## src/rtl/regmap_trigger_multi.sv

```systemverilog
// regmap_trigger_multi: NUM_CH shadow/active trigger config banks with atomic commit, write lock, sticky status, saturating hit counters, masked irq and registered reads
module regmap_trigger_multi #(
  parameter int NUM_CH = 4
) (
  input  logic                clk,
  input  logic                rst_n_sync,
  input  logic [7:0]          address,
  input  logic                trigger_write_enable,
  input  logic [7:0]          write_data_in,
  input  logic                trigger_read_enable,
  output logic [7:0]          trigger_read_data,
  output logic                trigger_read_valid,
  input  logic [NUM_CH-1:0]   trigger_event,
  output logic [NUM_CH-1:0]   cfg_positive,
  output logic [3*NUM_CH-1:0] cfg_type,
  output logic [5*NUM_CH-1:0] cfg_stage1_count,
  output logic [3*NUM_CH-1:0] cfg_time_base,
  output logic [8*NUM_CH-1:0] cfg_count1,
  output logic [8*NUM_CH-1:0] cfg_count2,
  output logic [NUM_CH-1:0]   cfg_longer_no_edge,
  output logic [NUM_CH-1:0]   cfg_trig_dur_sel,
  output logic [NUM_CH-1:0]   cfg_enable,
  output logic                cfg_update,
  output logic                irq
);
  logic [NUM_CH-1:0] sh_positive, sh_longer_no_edge, sh_trig_dur_sel, sh_enable;
  logic [3*NUM_CH-1:0] sh_type, sh_time_base;
  logic [5*NUM_CH-1:0] sh_stage1_count;
  logic [8*NUM_CH-1:0] sh_count1, sh_count2;
  logic [7:0] hit_count [NUM_CH];
  logic [NUM_CH-1:0] status, irq_mask, hit, w1c;
  logic locked, commit_pending, bank_wr;
  logic [7:0] rd_mux;
  assign bank_wr = trigger_write_enable && !locked && address < 8'hF0;
  assign w1c = (trigger_write_enable && address == 8'hF1) ? write_data_in[NUM_CH-1:0] : '0;
  assign hit = trigger_event & cfg_enable;
  always_comb begin
    rd_mux = '0;
    for (int c = 0; c < NUM_CH; c++)
      if (address[7:4] == 4'(c))
        case (address[3:0])
          4'd0: rd_mux = 8'(sh_positive[c]);
          4'd1: rd_mux = 8'(sh_type[3*c +: 3]);
          4'd2: rd_mux = 8'(sh_stage1_count[5*c +: 5]);
          4'd3: rd_mux = 8'(sh_time_base[3*c +: 3]);
          4'd4: rd_mux = sh_count1[8*c +: 8];
          4'd5: rd_mux = sh_count2[8*c +: 8];
          4'd6: rd_mux = 8'(sh_longer_no_edge[c]);
          4'd7: rd_mux = 8'(sh_trig_dur_sel[c]);
          4'd8: rd_mux = 8'(sh_enable[c]);
          4'd9: rd_mux = hit_count[c];
          default: ;
        endcase
    case (address)
      8'hF1: rd_mux = 8'(status);
      8'hF2: rd_mux = 8'(locked);
      8'hF3: rd_mux = {4'h2, 4'(NUM_CH)};
      8'hF4: rd_mux = 8'(irq_mask);
      default: ;
    endcase
  end
  always_ff @(posedge clk or negedge rst_n_sync)
    if (!rst_n_sync) begin
      sh_positive <= '0;
      sh_type <= '0;
      sh_stage1_count <= '0;
      sh_time_base <= '0;
      sh_count1 <= '0;
      sh_count2 <= '0;
      sh_longer_no_edge <= '0;
      sh_trig_dur_sel <= '0;
      sh_enable <= '0;
    end else if (bank_wr)
      for (int c = 0; c < NUM_CH; c++)
        if (address[7:4] == 4'(c))
          case (address[3:0])
            4'd0: sh_positive[c] <= write_data_in[0];
            4'd1: sh_type[3*c +: 3] <= write_data_in[2:0];
            4'd2: sh_stage1_count[5*c +: 5] <= write_data_in[4:0];
            4'd3: sh_time_base[3*c +: 3] <= write_data_in[2:0];
            4'd4: sh_count1[8*c +: 8] <= write_data_in;
            4'd5: sh_count2[8*c +: 8] <= write_data_in;
            4'd6: sh_longer_no_edge[c] <= write_data_in[0];
            4'd7: sh_trig_dur_sel[c] <= write_data_in[0];
            4'd8: sh_enable[c] <= write_data_in[0];
            default: ;
          endcase
  always_ff @(posedge clk or negedge rst_n_sync)
    if (!rst_n_sync) begin
      commit_pending <= 1'b0;
      cfg_update <= 1'b0;
      cfg_positive <= '0;
      cfg_type <= '0;
      cfg_stage1_count <= '0;
      cfg_time_base <= '0;
      cfg_count1 <= '0;
      cfg_count2 <= '0;
      cfg_longer_no_edge <= '0;
      cfg_trig_dur_sel <= '0;
      cfg_enable <= '0;
    end else begin
      commit_pending <= trigger_write_enable && !locked && address == 8'hF0 && write_data_in[0];
      cfg_update <= commit_pending;
      if (commit_pending) begin
        cfg_positive <= sh_positive;
        cfg_type <= sh_type;
        cfg_stage1_count <= sh_stage1_count;
        cfg_time_base <= sh_time_base;
        cfg_count1 <= sh_count1;
        cfg_count2 <= sh_count2;
        cfg_longer_no_edge <= sh_longer_no_edge;
        cfg_trig_dur_sel <= sh_trig_dur_sel;
        cfg_enable <= sh_enable;
      end
    end
  always_ff @(posedge clk or negedge rst_n_sync)
    if (!rst_n_sync) begin
      status <= '0;
      irq_mask <= '0;
      locked <= 1'b0;
      irq <= 1'b0;
      trigger_read_data <= '0;
      trigger_read_valid <= 1'b0;
      for (int c = 0; c < NUM_CH; c++) hit_count[c] <= '0;
    end else begin
      status <= (status & ~w1c) | hit;
      for (int c = 0; c < NUM_CH; c++)
        hit_count[c] <= hit[c] ? (w1c[c] ? 8'd1 : hit_count[c] + {7'd0, hit_count[c] != 8'hFF}) :
                        w1c[c] ? 8'd0 : hit_count[c];
      if (trigger_write_enable && address == 8'hF2) locked <= write_data_in != 8'hA5;
      if (trigger_write_enable && address == 8'hF4) irq_mask <= write_data_in[NUM_CH-1:0];
      irq <= |(status & irq_mask);
      trigger_read_valid <= trigger_read_enable;
      trigger_read_data <= trigger_read_enable ? rd_mux : '0;
    end
endmodule

```

## config.mk

```make
export PLATFORM = sky130hd
export DESIGN_NAME = regmap_trigger_multi
export DESIGN_NICKNAME = d
export VERILOG_FILES = /design/src/rtl/regmap_trigger_multi.sv
export SDC_FILE = /design/constraint.sdc
export NUM_CORES = 1
export LEC_CHECK = 0
export ABC_AREA = 1
export CAP_MARGIN = 30
export CORE_AREA = 2 2 186 188
export CTS_BUF_LIST = sky130_fd_sc_hd__clkbuf_8
export CTS_CLUSTER_SIZE = 30
export DETAILED_ROUTE_END_ITERATION = 6
export DIE_AREA = 0 0 188 190
export DONT_BUFFER_PORTS = 1
export GPL_ROUTABILITY_DRIVEN = 1
export PLACE_DENSITY = 0.55
export SLEW_MARGIN = 15
export SYNTH_ARGS = -nofsm -noshare
export SYNTH_HDL_FRONTEND = slang
export SYNTH_SLANG_ARGS = --single-unit
```

## constraint.sdc

```tcl
create_clock -name clk -period 4.4 [get_ports clk]
set_input_delay 0.66 -clock clk [delete_from_list [all_inputs] [get_ports clk]]
set_output_delay 0.66 -clock clk [all_outputs]
set_load 0.02 [all_outputs]
```

# After elaboration in Yosys (flattened, before gate mapping)
# Cells that the tools add are included.
# op_classes
n_reduce_logical	51
order_cmp	1
div_mod_pow	0
bitwise_logic	5
muxes	23
multipliers	0
n_addsub	4
shifts	0
n_eq_ne	22
# op_table
operator	count
8-bit case mux with 10 select lines	4
8-bit 2-to-1 mux	17
3-bit AND reduction	36
8-bit equality test, second input constant	5
8-bit inequality test, second input constant	5
8-bit by 1-bit adder with 8-bit output	4
8-bit case mux with 4 select lines	1
4-bit by 2-bit equality test with 1-bit output, second input constant	4
4-bit by 3-bit equality test with 1-bit output, second input constant	4
4-bit AND	3
4-bit by 1-bit equality test with 1-bit output, second input constant	2
4-bit equality test, second input constant	2
4-bit logical NOT	2
8-bit < comparator, second input constant	1
2-bit nonzero test	4
1-bit logical AND	7
4-bit 2-to-1 mux	1
4-bit NOT	1
4-bit OR	1
4-bit OR reduction	1
1-bit logical NOT	1
# word_totals
ramBits	0
regBits	301
out_inout_bits	135
memories	0
rom_bits	0
latchBits	0
word_cells	163

# Depth between registers and ports, before layout
# depth
ltp_word	11
depth_mapped	12

# Least setup slack after synthesis
# No wires, ideal clock.
# synth_path
kind	input-to-reg
from	in address[6]
to	reg sh_count1[22]
path_buffers	1
setup_time_ns	0.125
path_slack_ns	2.447
t_required_ns	4.275
stages	9
arrival_ns	1.828
cell_sequence	inv_1 -> nand2_4 -> nor3_4 -> inv_4 -> nor2_8 -> nand2_4 -> buf_6 -> nand2_1 -> o21ai_1
# synth_via
elab_chain_len	3
word_cells_on_any_way	4
cone_classes	order compare: 1; eq/ne: 1; reduce/logical: 2
# synth_rtl
item	line	text
start: declaration	7	input logic [7:0] address,
8-bit < comparator	34	assign bank_wr = trigger_write_enable && !locked && address < 8'hF0;
1-bit logical AND	34	
3-bit AND reduction (no line) (*)	n/a	
end signal: indexed assignment	81	4'd4: sh_count1[8*c +: 8] <= write_data_in;
end: declaration	29	logic [8*NUM_CH-1:0] sh_count1, sh_count2;
# Mark *: on every way between the ends. The rest lies on a longest branch, timed or not.
# A chain may end at the register's enable or synchronous reset.

# Worst setup path after layout
# layout_path
from	reg commit_pending
to	reg cfg_time_base[8]
# layout_lines
item	line	text
start: declaration	32	logic locked, commit_pending, bank_wr;
start signal: assignment	102	commit_pending <= trigger_write_enable && !locked && address == 8'hF0 && write_data_in[0];
end signal: assignment	108	cfg_time_base <= sh_time_base;
end: declaration	17	output logic [3*NUM_CH-1:0] cfg_time_base,
# No word-level cell between the ends.

==> key figures <==
Run status
  • Status: finished with violations
  • Failing checks: negative hold slack

Routing
  • Antenna viol nets, final: 0
  • Routed WL: 38080 microns
  • Avg WL per Cell: a little over 20 microns
  • 1st-pass router iterations: 7
  • DRC: 0
  • Drt initial violations: 748
  • Vias/cell: 5.195
  • Vias: 9788

Critical path
  • Worst Setup Start Kind: flip-flop
  • R2R Path Start: commit_pending
  • CP Capture Type: flip-flop
  • CP arrival: 2440 ps
  • Critical path type: flip-flop to flip-flop
  • Crit path max fanout: 83
  • R2R Setup Slk: 2430 ps
  • End of the worst register-to-register path: cfg_time_base[8]
  • R2R depth: 2
  • CP Data Required Time: 4880 ps

Die
  • Die width: 188 microns
  • Initial core utilization: 39.42%
  • Die Height: 190 microns
  • # rows: 68
  • Die area: approximately 36000 sq um
  • Core box area: 33950 sq um
  • # IOs: around 160

GRT
  • Overall Global Routing Usage: 21.62%
  • Vias in the first global route: roughly 9600
  • Largest net degree at the start of global routing: 302
  • First-pass GRT wire length: about 60000 microns
  • Total grt overflow: 0
  • Initial antenna violation count: 0

Clock tree
  • Clk root buf: clkbuf_8
  • Post-CTS sizing: 0
  • Post-CTS Repair Setup Buffers: 0
  • Sinks on Clock Net: 301
  • Clk slew on worst S/H paths: approximately 60 ps
  • Clk_lat worst skew: 610 ps
  • Longest Clk Path Bufs: 3
  • TritonCTS Buffers: 50
  • CTS tree: built
  • H-tree Lvls: 2

STA
  • Final Cycle Share: between 40% and 50%
  • Fin crit period: about 2000 ps
  • Max Clock Freq: 508.8 MHz
  • Max_slew headroom: 36.90%
  • # setup viols final: 0
  • Hold Violations, Final: ~300
  • Slew @ Worst Pin: 946.5 ps
  • Max Transition Viols Final: 0
  • Clock skew: 26.52 ps
  • Setup tns final: 0 ps
  • Hold WS: -229.8 ps
  • RSZ-0062 raised after global routing: false

Placement
  • GPL Wtd Cong: 0.8968
  • Buffers on Ports: 0
  • Post-DP HPWL: 26820 microns

Power
  • Comb pwr share: between 2 and 3%
  • Clock Power Share: 45.7%
  • Int Power: 4.196 mW
  • Switching pwr: 1.286 mW
  • Pwr Density: 370.2 nW/um^2
  • Worst VDD drop: 0.1844 mV
  • Switch share: 23.45%
  • Sequential share of power: 51.4%
  • Leak: 7.309 nW

Synthesis
  • Yosys reg bits: 301
  • Mapped Area: 13380 sq um
  • Post-synthesis cell count: 1383
  • Synth cell types: 37
  • Sequential fraction of the synthesis area: 56.28%
  • Synth warn: 0
  • Top cell type's share of synthesized area: 56.28%
  • Area leader, netlist: dfrtp_1
  • Synth Area per Inst: about 9.7 sq um
  • Synth Net Count: 1415
  • Synth top area cells: dfrtp_1 (56%), nand2_1 (10%), mux2_2 (8.5%)

Final layout
  • Fin nets: ~1400
  • Area grow syn2layout: 10.64%
  • Layout cells sized above 1: 17.16%
  • Filler cells: between 3000 and 4000
  • Post-route core utilization: 43.62%

Run
  • Max-cap violations: 0

Worst hold path
  • Worst min path class: input pin to async pin
## power groups by stage
| stage | clock [mW] | sequential (mW) | combinational [mW] |
|---|---|---|---|
| after floorplan | 0 | 2.86 | 0.108 |
| after global placement | 0 | 2.87 | 0.150 |
| after detailed placement | 0 | 2.87 | 0.152 |
| after CTS | 2.57 | 2.82 | 0.153 |
| after global routing | 2.68 | 2.82 | 0.176 |
| final | 2.50 | 2.82 | 0.159 |
## cells in the mapped netlist, drive strengths merged
cell and count:
nand2 381, dfrtp 301, o21ai 176, inv 115
mux2 101, nor2 97, nand3 50, a21oi 44
clkbuf 23, buf 21, nor3 17, nand4 10
xor2 9, ha 8, o211ai 6, a31oi 5
o2111ai 5, a41oi 3, o21bai 3, o22ai 3
nor4 2, or2 2, a211oi 1
## cell families (layout without fill, tap and decap cells)
logic type	count (synthesis)	count (layout)	share of synthesized area, %
and+or+nand+nor	559	559	18.75
DFF	301	301	56.28
AOI/OAI and AO/OA	246	246	9.966
buffers and inverters	159	204	5.170
muxes	101	101	8.498
xor gates and xnor gates	9	9	0.5890
adders and majority gates	8	8	0.7480
other	0	1	0
## worst max-delay path, stage by stage (launching register included)
cell	delay, ps
dfrtp_4	990
buf_12	420
mux2_2	380
## cell type report
type | instances | area (sq um) | area share, %
Inverter | 115 | 434.2 | 2.932
Clock inverter | 19 | 127.6 | 0.8619
Timing Repair Buffer | 6 | 97.59 | 0.6591
Sequential cell | 301 | 7536 | 50.90
Tap cell | 455 | 569.3 | 3.845
Clock buffer | 64 | 880.8 | 5.949
Multi-Input combinational cell | 923 | 5159 | 34.84
Antenna cell | 1 | 2.502 | 0.01690
## state kept, by name (all words and copies together), names as in the netlist, 8 cells and up
signal	count
sh_count1	32
sh_type	12
cfg_type	12
sh_stage1_count	20
cfg_count1	32
cfg_stage1_count	20
cfg_count2	32
hit_count	32
cfg_time_base	12
sh_time_base	12
trigger_read_data	8
sh_count2	32
## layout by cell type, fill, tap and decap left out, drive strengths merged
cell type / n
a211oi: 1
a21oi: 44
a31oi: 5
a41oi: 3
buf: 6
bufinv: 1
clkbuf: 64
clkinv: 7
dfrtp: 301
diode: 1
ha: 8
inv: 126
mux2: 101
nand2: 381
nand3: 50
nand4: 10
nor2: 97
nor3: 17
nor4: 2
o2111ai: 5
o211ai: 6
o21ai: 176
o21bai: 3
o22ai: 3
or2: 2
xor2: 9
## per-layer routing
layer	vias to the layer above	global-route usage (%)	wire, microns
li1	4620	-	-
met1	4765	31.54	18190
met2	350	31.93	16360
met3	53	4.593	2648
met4	0	7.268	883
met5	-	0	0
## metrics by stage
step | power [mW] | setup slack (ps) | instances | hold WS, ps | cell area [sq um]
finish | 5.482 | 2435 | 1884 | -229.8 | 14810
global route | 5.675 | 2323 | 1883 | -253.2 | 14800
CTS | 5.542 | 2336 | 1880 | -282.1 | 14740
detailed placement | 3.020 | 1800 | 1797 | 377.8 | 13730
global placement | 3.018 | 1901 | 1797 | 378.1 | 13730
floorplan | 2.968 | 2447 | 1383 | 364.4 | 13380
## worst max path at each step
| stage | from | endpoint | slack, ps |
|---|---|---|---|
| after global routing | commit_pending | cfg_time_base[8] | 2320 |
| after detailed placement | address[2] | trigger_read_data[0] | 1800 |
| after global placement | address[2] | trigger_read_data[0] | 1900 |
| final | commit_pending | cfg_time_base[8] | 2430 |
| after floorplan | address[6] | sh_count1[22] | 2450 |
| after CTS | commit_pending | cfg_time_base[8] | 2340 |
Note: power is estimated with default switching activity, not from simulation.
